### config.mk
export PLATFORM = sky130hd
export DESIGN_NAME = cpu_move_sched
export DESIGN_NICKNAME = d
export VERILOG_FILES = /design/src/rtl/cpu_move_sched.sv
export SDC_FILE = /design/constraint.sdc
export NUM_CORES = 1
export LEC_CHECK = 0
export ABC_AREA = 1
export BUFFER_PORTS_ARGS = -buffer_cell sky130_fd_sc_hd__buf_2
export CORE_MARGIN = 1
export CORE_UTILIZATION = 57
export CTS_CLUSTER_SIZE = 16
export DETAILED_ROUTE_END_ITERATION = 10
export PLACE_DENSITY = 0.79
export SLEW_MARGIN = 20
export SYNTH_ARGS = -nofsm -noshare
export SYNTH_HDL_FRONTEND = slang
export SYNTH_SLANG_ARGS = --single-unit
### constraint.sdc
create_clock -name clk -period 2.57 [get_ports clk]
set_input_delay 0.257 -clock clk [delete_from_list [all_inputs] [get_ports clk]]
set_output_delay 0.257 -clock clk [all_outputs]
set_load 0.05 [all_outputs]
### src/rtl/cpu_move_sched.sv
// Picks a free board cell for the computer's move using random LFSR probes, then a linear scan.
// Optional tries_used output when CPU_MOVE_TRY_COUNT_EN is defined.
module cpu_move_sched #(
    parameter int unsigned MAX_TRIES = 8
) (
    input  logic        clk,
    input  logic        reset,
    input  logic        start,
    input  logic [15:0] occupied,
    output logic        busy,
    output logic        done,
    output logic [3:0]  pos,
    output logic        full
`ifdef CPU_MOVE_TRY_COUNT_EN
    ,
    output logic [3:0]  tries_used
`endif
);

    typedef enum logic [1:0] {StIdle, StSearch, StScan, StDone} state_e;

    localparam logic [3:0] LastTry = 4'(MAX_TRIES - 1);

    state_e      state_q;
    logic [4:0]  lfsr_q;
    logic [15:0] snapshot_q;
    logic [3:0]  tries_q;
    logic [3:0]  scan_idx_q;

    always_ff @(posedge clk) begin
        if (reset) begin
            state_q    <= StIdle;
            lfsr_q     <= 5'b00001;
            snapshot_q <= 16'h0000;
            tries_q    <= 4'd0;
            scan_idx_q <= 4'd0;
            busy       <= 1'b0;
            done       <= 1'b0;
            pos        <= 4'd0;
            full       <= 1'b0;
`ifdef CPU_MOVE_TRY_COUNT_EN
            tries_used <= 4'd0;
`endif
        end else begin
            // Free-running, independent of the search state.
            lfsr_q <= {lfsr_q[3:0], lfsr_q[4] ^ lfsr_q[2]};
            done   <= 1'b0;
            case (state_q)
                StIdle: begin
                    if (start) begin
                        snapshot_q <= occupied;
                        tries_q    <= 4'd0;
                        scan_idx_q <= 4'd0;
                        busy       <= 1'b1;
                        state_q    <= StSearch;
                    end
                end
                StSearch: begin
                    if (snapshot_q == 16'hFFFF) begin
                        pos     <= 4'd0;
                        full    <= 1'b1;
                        done    <= 1'b1;
                        state_q <= StDone;
`ifdef CPU_MOVE_TRY_COUNT_EN
                        tries_used <= 4'd0;
`endif
                    end else if (!snapshot_q[lfsr_q[3:0]]) begin
                        pos     <= lfsr_q[3:0];
                        full    <= 1'b0;
                        done    <= 1'b1;
                        state_q <= StDone;
`ifdef CPU_MOVE_TRY_COUNT_EN
                        tries_used <= tries_q + 4'd1;
`endif
                    end else begin
                        tries_q <= tries_q + 4'd1;
                        if (tries_q == LastTry) begin
                            state_q <= StScan;
                        end
                    end
                end
                StScan: begin
                    // Snapshot is known not full here, so a free index is always found.
                    if (!snapshot_q[scan_idx_q]) begin
                        pos     <= scan_idx_q;
                        full    <= 1'b0;
                        done    <= 1'b1;
                        state_q <= StDone;
`ifdef CPU_MOVE_TRY_COUNT_EN
                        tries_used <= 4'd15;
`endif
                    end else begin
                        scan_idx_q <= scan_idx_q + 4'd1;
                    end
                end
                StDone: begin
                    busy    <= 1'b0;
                    state_q <= StIdle;
                end
                default: begin
                    busy    <= 1'b0;
                    state_q <= StIdle;
                end
            endcase
        end
    end

endmodule

== Word-level counts from Yosys, hierarchy flattened ==
Index checks and enable logic that the tools add are counted.
Operators by class
  add/subtract/negate cells: 2
  reduce and logical (&&, ||, !) cells: 11
  mux-type cells: 30
  bitwise operators: 1
  eq/ne operators: 12
  order comparisons: 2
Operator list (number)
  two-way mux 4 bit: 7
  case mux 4 bit (2 select lines): 3
  equality test 16 bit, second input constant: 1
  less-than comparator 4 x 5 -> 1 bit, second input constant: 2
  two-way mux 2 bit: 5
  != test 2 bit, second input constant: 5
  two-way mux 1 bit: 9
  AND reduction 3 bit: 3
  adder 4 x 1 -> 4 bit, second input constant: 2
  binary-select mux 1 bit (select 4 bit): 2
  case mux 2 bit (4 select lines): 1
  nonzero test 2 bit: 4
  case mux 1 bit (2 select lines): 3
  equality test 2 bit, second input constant: 2
  equality test 4 x 3 -> 1 bit, second input constant: 1
  != test 4 bit, second input constant: 1
  AND reduction 2 bit: 2
  AND reduction 4 bit: 1
  != test 3 bit, second input constant: 1
  equality test 2 x 1 -> 1 bit, second input constant: 1
  zero test 2 bit: 1
  bitwise XOR 1 bit: 1
Word-level totals
  register bits: 38
  input bits: 19
  output and inout bits: 7
  logic and storage cells: 67

== Depth between registers and ports, before layout ==
  depth in word-level cells: 5
  depth in mapped cells: 13
  mapped depth without buffers: 13

== Least setup slack after synthesis ==
Ideal clock, no wire load.
  path type: register -> register
  from: register state_q[0]
  to: register scan_idx_q[1]
  cell stages (with the launch flop): 8
  buffers on the path: 0
  slack: 0.996 ns
  arrival: 1.457 ns
  setup time: 0.118 ns
  required time: 2.452 ns
  clock period less this slack: 1.574 ns
  cell sequence: dfxtp_1 > inv_1 > ha_1 > inv_1 > o21ai_0 > nand2_2 > a21oi_1 > nor3_2
On the way
  word-level cells in the longest chain between the ends: 3
  elaborated cells between the ends (all ways): 7
  those cells by class: eq/ne: 3; mux: 1; reduce/logical: 3
Ends and longest elaborated chain
  start, declared: line 24  | state_e state_q;
  start signal, assigned: line 32  | state_q <= StIdle;
  start signal, assigned: line 55  | state_q <= StSearch;
  start signal, assigned: line 63  | state_q <= StDone;
  equality test 2 bit / zero test 2 bit (equally long branches): line 48  | case (state_q)
  != test 2 bit (no source line) / nonzero test 2 bit (equally long branches)
  AND reduction 3 bit (no source line)
  end signal, assigned: line 93  | scan_idx_q <= scan_idx_q + 4'd1;
  end, declared: line 28  | logic [3:0] scan_idx_q;
Parallel ways exist; a longest one is shown, timed or not.
A chain may end at the register's enable or synchronous reset.

== Final worst setup path ==
Same ends and word-level chain as after synthesis.

==> results.toml <==
[cts]
cts_tree = "built"
cts-hold-fix-buffers = 0
h-tree-depth = 2
clock_latency_ns = 0.34
clkSinkCount = 38
clk_transition_reported_paths_ns = 0.11
cts_root_buffer = "sky130_fd_sc_hd__clkbuf_4"
cts_resized = 0
cts_max_path_buffers = 2
post-cts-setup-buffer-count = 0
cts_buffers = 5

[synth]
average_cell_area_after_synthesis_um2 = 6.88
post-synth-top-count-cell = "sky130_fd_sc_hd__nand2_1"
mappedNetlistArea_um2 = 2090
synth_edf_count = 0
async_reset_ff_frac = 0
seq_area_frac_synth = 0.365
number_of_synthesized_register_bits = 38
yosys_most_used_dff = "sky130_fd_sc_hd__dfxtp_1"
syn_inst = 303
syn_nets = 328
synth_top_cell_area_share = 0.365
synth_cell_type_count = 30
yosys-top-cells-area = "sky130_fd_sc_hd__dfxtp_1 36%, sky130_fd_sc_hd__nand2_1 12%, sky130_fd_sc_hd__nand3_1 6.7%"
post-synth-top-area-cell = "sky130_fd_sc_hd__dfxtp_1"
ys.warnings.count = 0
synthTopCellsByCount = "67 x sky130_fd_sc_hd__nand2_1, 38 x sky130_fd_sc_hd__dfxtp_1, 36 x sky130_fd_sc_hd__inv_1"

[drt]
routed_wirelength_um = 4520
avgRoutedWirePerCell_um = 12.0
first_pass_iters = 4
ant_nets = 0
drt-vias-per-instance = 5.27
route.vias.total = 1983
drt_first_iter_violations = 93
drt_drc_violations_left = 0

[final_layout]
layout.cells.non_filler = 376
final_layout_size_suffix_gt1_frac = 0.173
multi_input_comb_area_um2 = 1140
nets = 354
n_fill_cell = 344
antennaDiodeCount = 0
areaGrowthSynthToFinish_pct = 11.1
layout.area.seq_um2 = 761

[power_and_ir_drop]
max-vdd-ir-drop_mv = 0.592
leakagePower_nw = 1.05
powerDensity_nw_per_um2 = 1030

[place]
placement.io_buffers = 25
dp_cells = 368
routability_cong = 0.873
detailedPlacementHpwl_um = 3340

[setup_path]
critPathArrivalTime_ns = 2.21
crit_end = "scan_idx_q[1]"
crit_start = "state_q[0]"
rr_startpoint = "state_q[0]"
kind_of_end_point_of_the_critical_path = "register"
critPathMaxFanout = 12
reg2reg_setup_slack_ns = 0.60
critical_path.startpoint_type = "register"
timing.critical_path.required_ns = 2.81
rr_worst_depth = 7
rr_endpoint = "scan_idx_q[1]"
path_class = "register to register"

[die]
core_area_um2 = 3420
floorplan.initialDensity = 0.611
floorplan.die.height_um = 62.5
core.rowCount = 21
fp.dieArea_um2 = 3910
top_level_ports = 26
die_width_um = 62.5

[timing]
rsz0062_at_grt = "false"
layout_worst_path_cycle_share = 0.768
slew_at_the_pin_closest_to_its_max_slew_limit_ns = 0.729
final.setup_skew_ns = 0.00526
timing.final.max_slew_violations = 0
sum_neg_setup_slack_ns = 0
final_setup_fails = 0
max_freq_ghz = 0.507
maxSlewHeadroom = 0.513
final-hold-violation-count = 0
period_needed_ns = 1.97

[flow_run]
maxCapViolations = 0

[global_routing]
number_of_global_route_vias_before_repair = 1877
grt_overflow_total = 0
grt_max_degree = 27
initial_antenna_violation_count = 0
grt_first_pass_wirelength_um = 7980
global_route.usage.total = 0.256

[hold_path]
hp-class = "input port to register"
hold_path_startpoint = "occupied[2]"

[outcome]
outcome = "finished, final reports clean"
## critical path, cell delays in order (launching register included)
cell and delay (ns):
sky130_fd_sc_hd__dfxtp_1 0.34, sky130_fd_sc_hd__inv_1 0.13, sky130_fd_sc_hd__ha_1 0.31, sky130_fd_sc_hd__inv_1 0.20, sky130_fd_sc_hd__o21ai_0 0.50, sky130_fd_sc_hd__nand2_2 0.16, sky130_fd_sc_hd__a21oi_1 0.18, sky130_fd_sc_hd__nor3_2 0.05
## state kept, by name, summed over array words and instances, names as in the netlist
signal	cells
full	1
tries_q	4
lfsr_q	5
state_q	2
done	1
scan_idx_q	4
busy	1
snapshot_q	16
pos	4
## cell families after synthesis
group / count (synthesis) / synth area share
buffers and inverters: 46 / 0.0900
adder cells (fa/ha/maj): 6 / 0.0360
flip-flops: 38 / 0.365
XOR/XNOR: 3 / 0.0126
AO/OA/AOI/OAI: 59 / 0.149
AND/OR/NAND/NOR: 151 / 0.348
## layer usage
layer	part of all wire	vias to the layer above	wire, um	track usage
li1	-	1030	-	-
met1	0.47	894	2130	0.323
met2	0.45	54	2060	0.427
met3	0.063	5	283	0.0511
met4	0.012	0	53	0.0959
met5	0	-	0	0
## cell type report
type | count | share of cell area
clock inverters | 1 | 0.0130
repair buffers | 28 | 0.0637
clock buffers | 7 | 0.0194
inverters | 37 | 0.0599
flip-flops and latches | 38 | 0.328
well taps | 46 | 0.0248
multi-input cells | 219 | 0.491
## through the flow
| stage | hold slack, ns | cell area, um^2 | util | setup WS [ns] | power, mW |
|---|---|---|---|---|---|
| final | 0.166 | 2320 | 0.678 | 0.597 | 2.38 |
| after floorplan | 0.327 | 2090 | - | 0.996 | 1.76 |
| after CTS | 0.166 | 2320 | 0.678 | 0.612 | 2.39 |
| after global routing | 0.179 | 2320 | 0.678 | 0.423 | 2.60 |
| after global placement | 0.422 | 2240 | 0.656 | 0.712 | 1.96 |
| after detailed placement | 0.441 | 2240 | 0.656 | 0.628 | 1.99 |
## where the power goes
group,total [mW],switching [mW],internal [mW]
sequential,0.855,0.114,0.740
clock,0.400,0.194,0.206
combinational,1.12,0.758,0.363
## worst min-delay path by stage
stage / cells past startpoint / to / slack, ns
5_1_grt: 3 / snapshot_q[2] / 0.18
3_5_place_dp: 1 / lfsr_q[0] / 0.44
4_1_cts: 3 / snapshot_q[2] / 0.17
3_3_place_gp: 1 / lfsr_q[0] / 0.42
2_1_floorplan: 1 / scan_idx_q[1] / 0.33
6_report: 3 / snapshot_q[2] / 0.17
## placed cells by master (no fill, tap or decap), types with 4 or more instances in the layout
master,count
sky130_fd_sc_hd__nand2_1,67
sky130_fd_sc_hd__dfxtp_1,38
sky130_fd_sc_hd__inv_1,36
sky130_fd_sc_hd__nand3_1,28
sky130_fd_sc_hd__nor2_1,27
sky130_fd_sc_hd__o21ai_0,26
sky130_fd_sc_hd__a21oi_1,26
sky130_fd_sc_hd__buf_2,25
sky130_fd_sc_hd__nand2_2,8
sky130_fd_sc_hd__ha_1,6
sky130_fd_sc_hd__clkbuf_4,5
sky130_fd_sc_hd__o211ai_1,4
sky130_fd_sc_hd__nand3_2,4
sky130_fd_sc_hd__nand4_1,4
(Power assumes the default switching activity.)
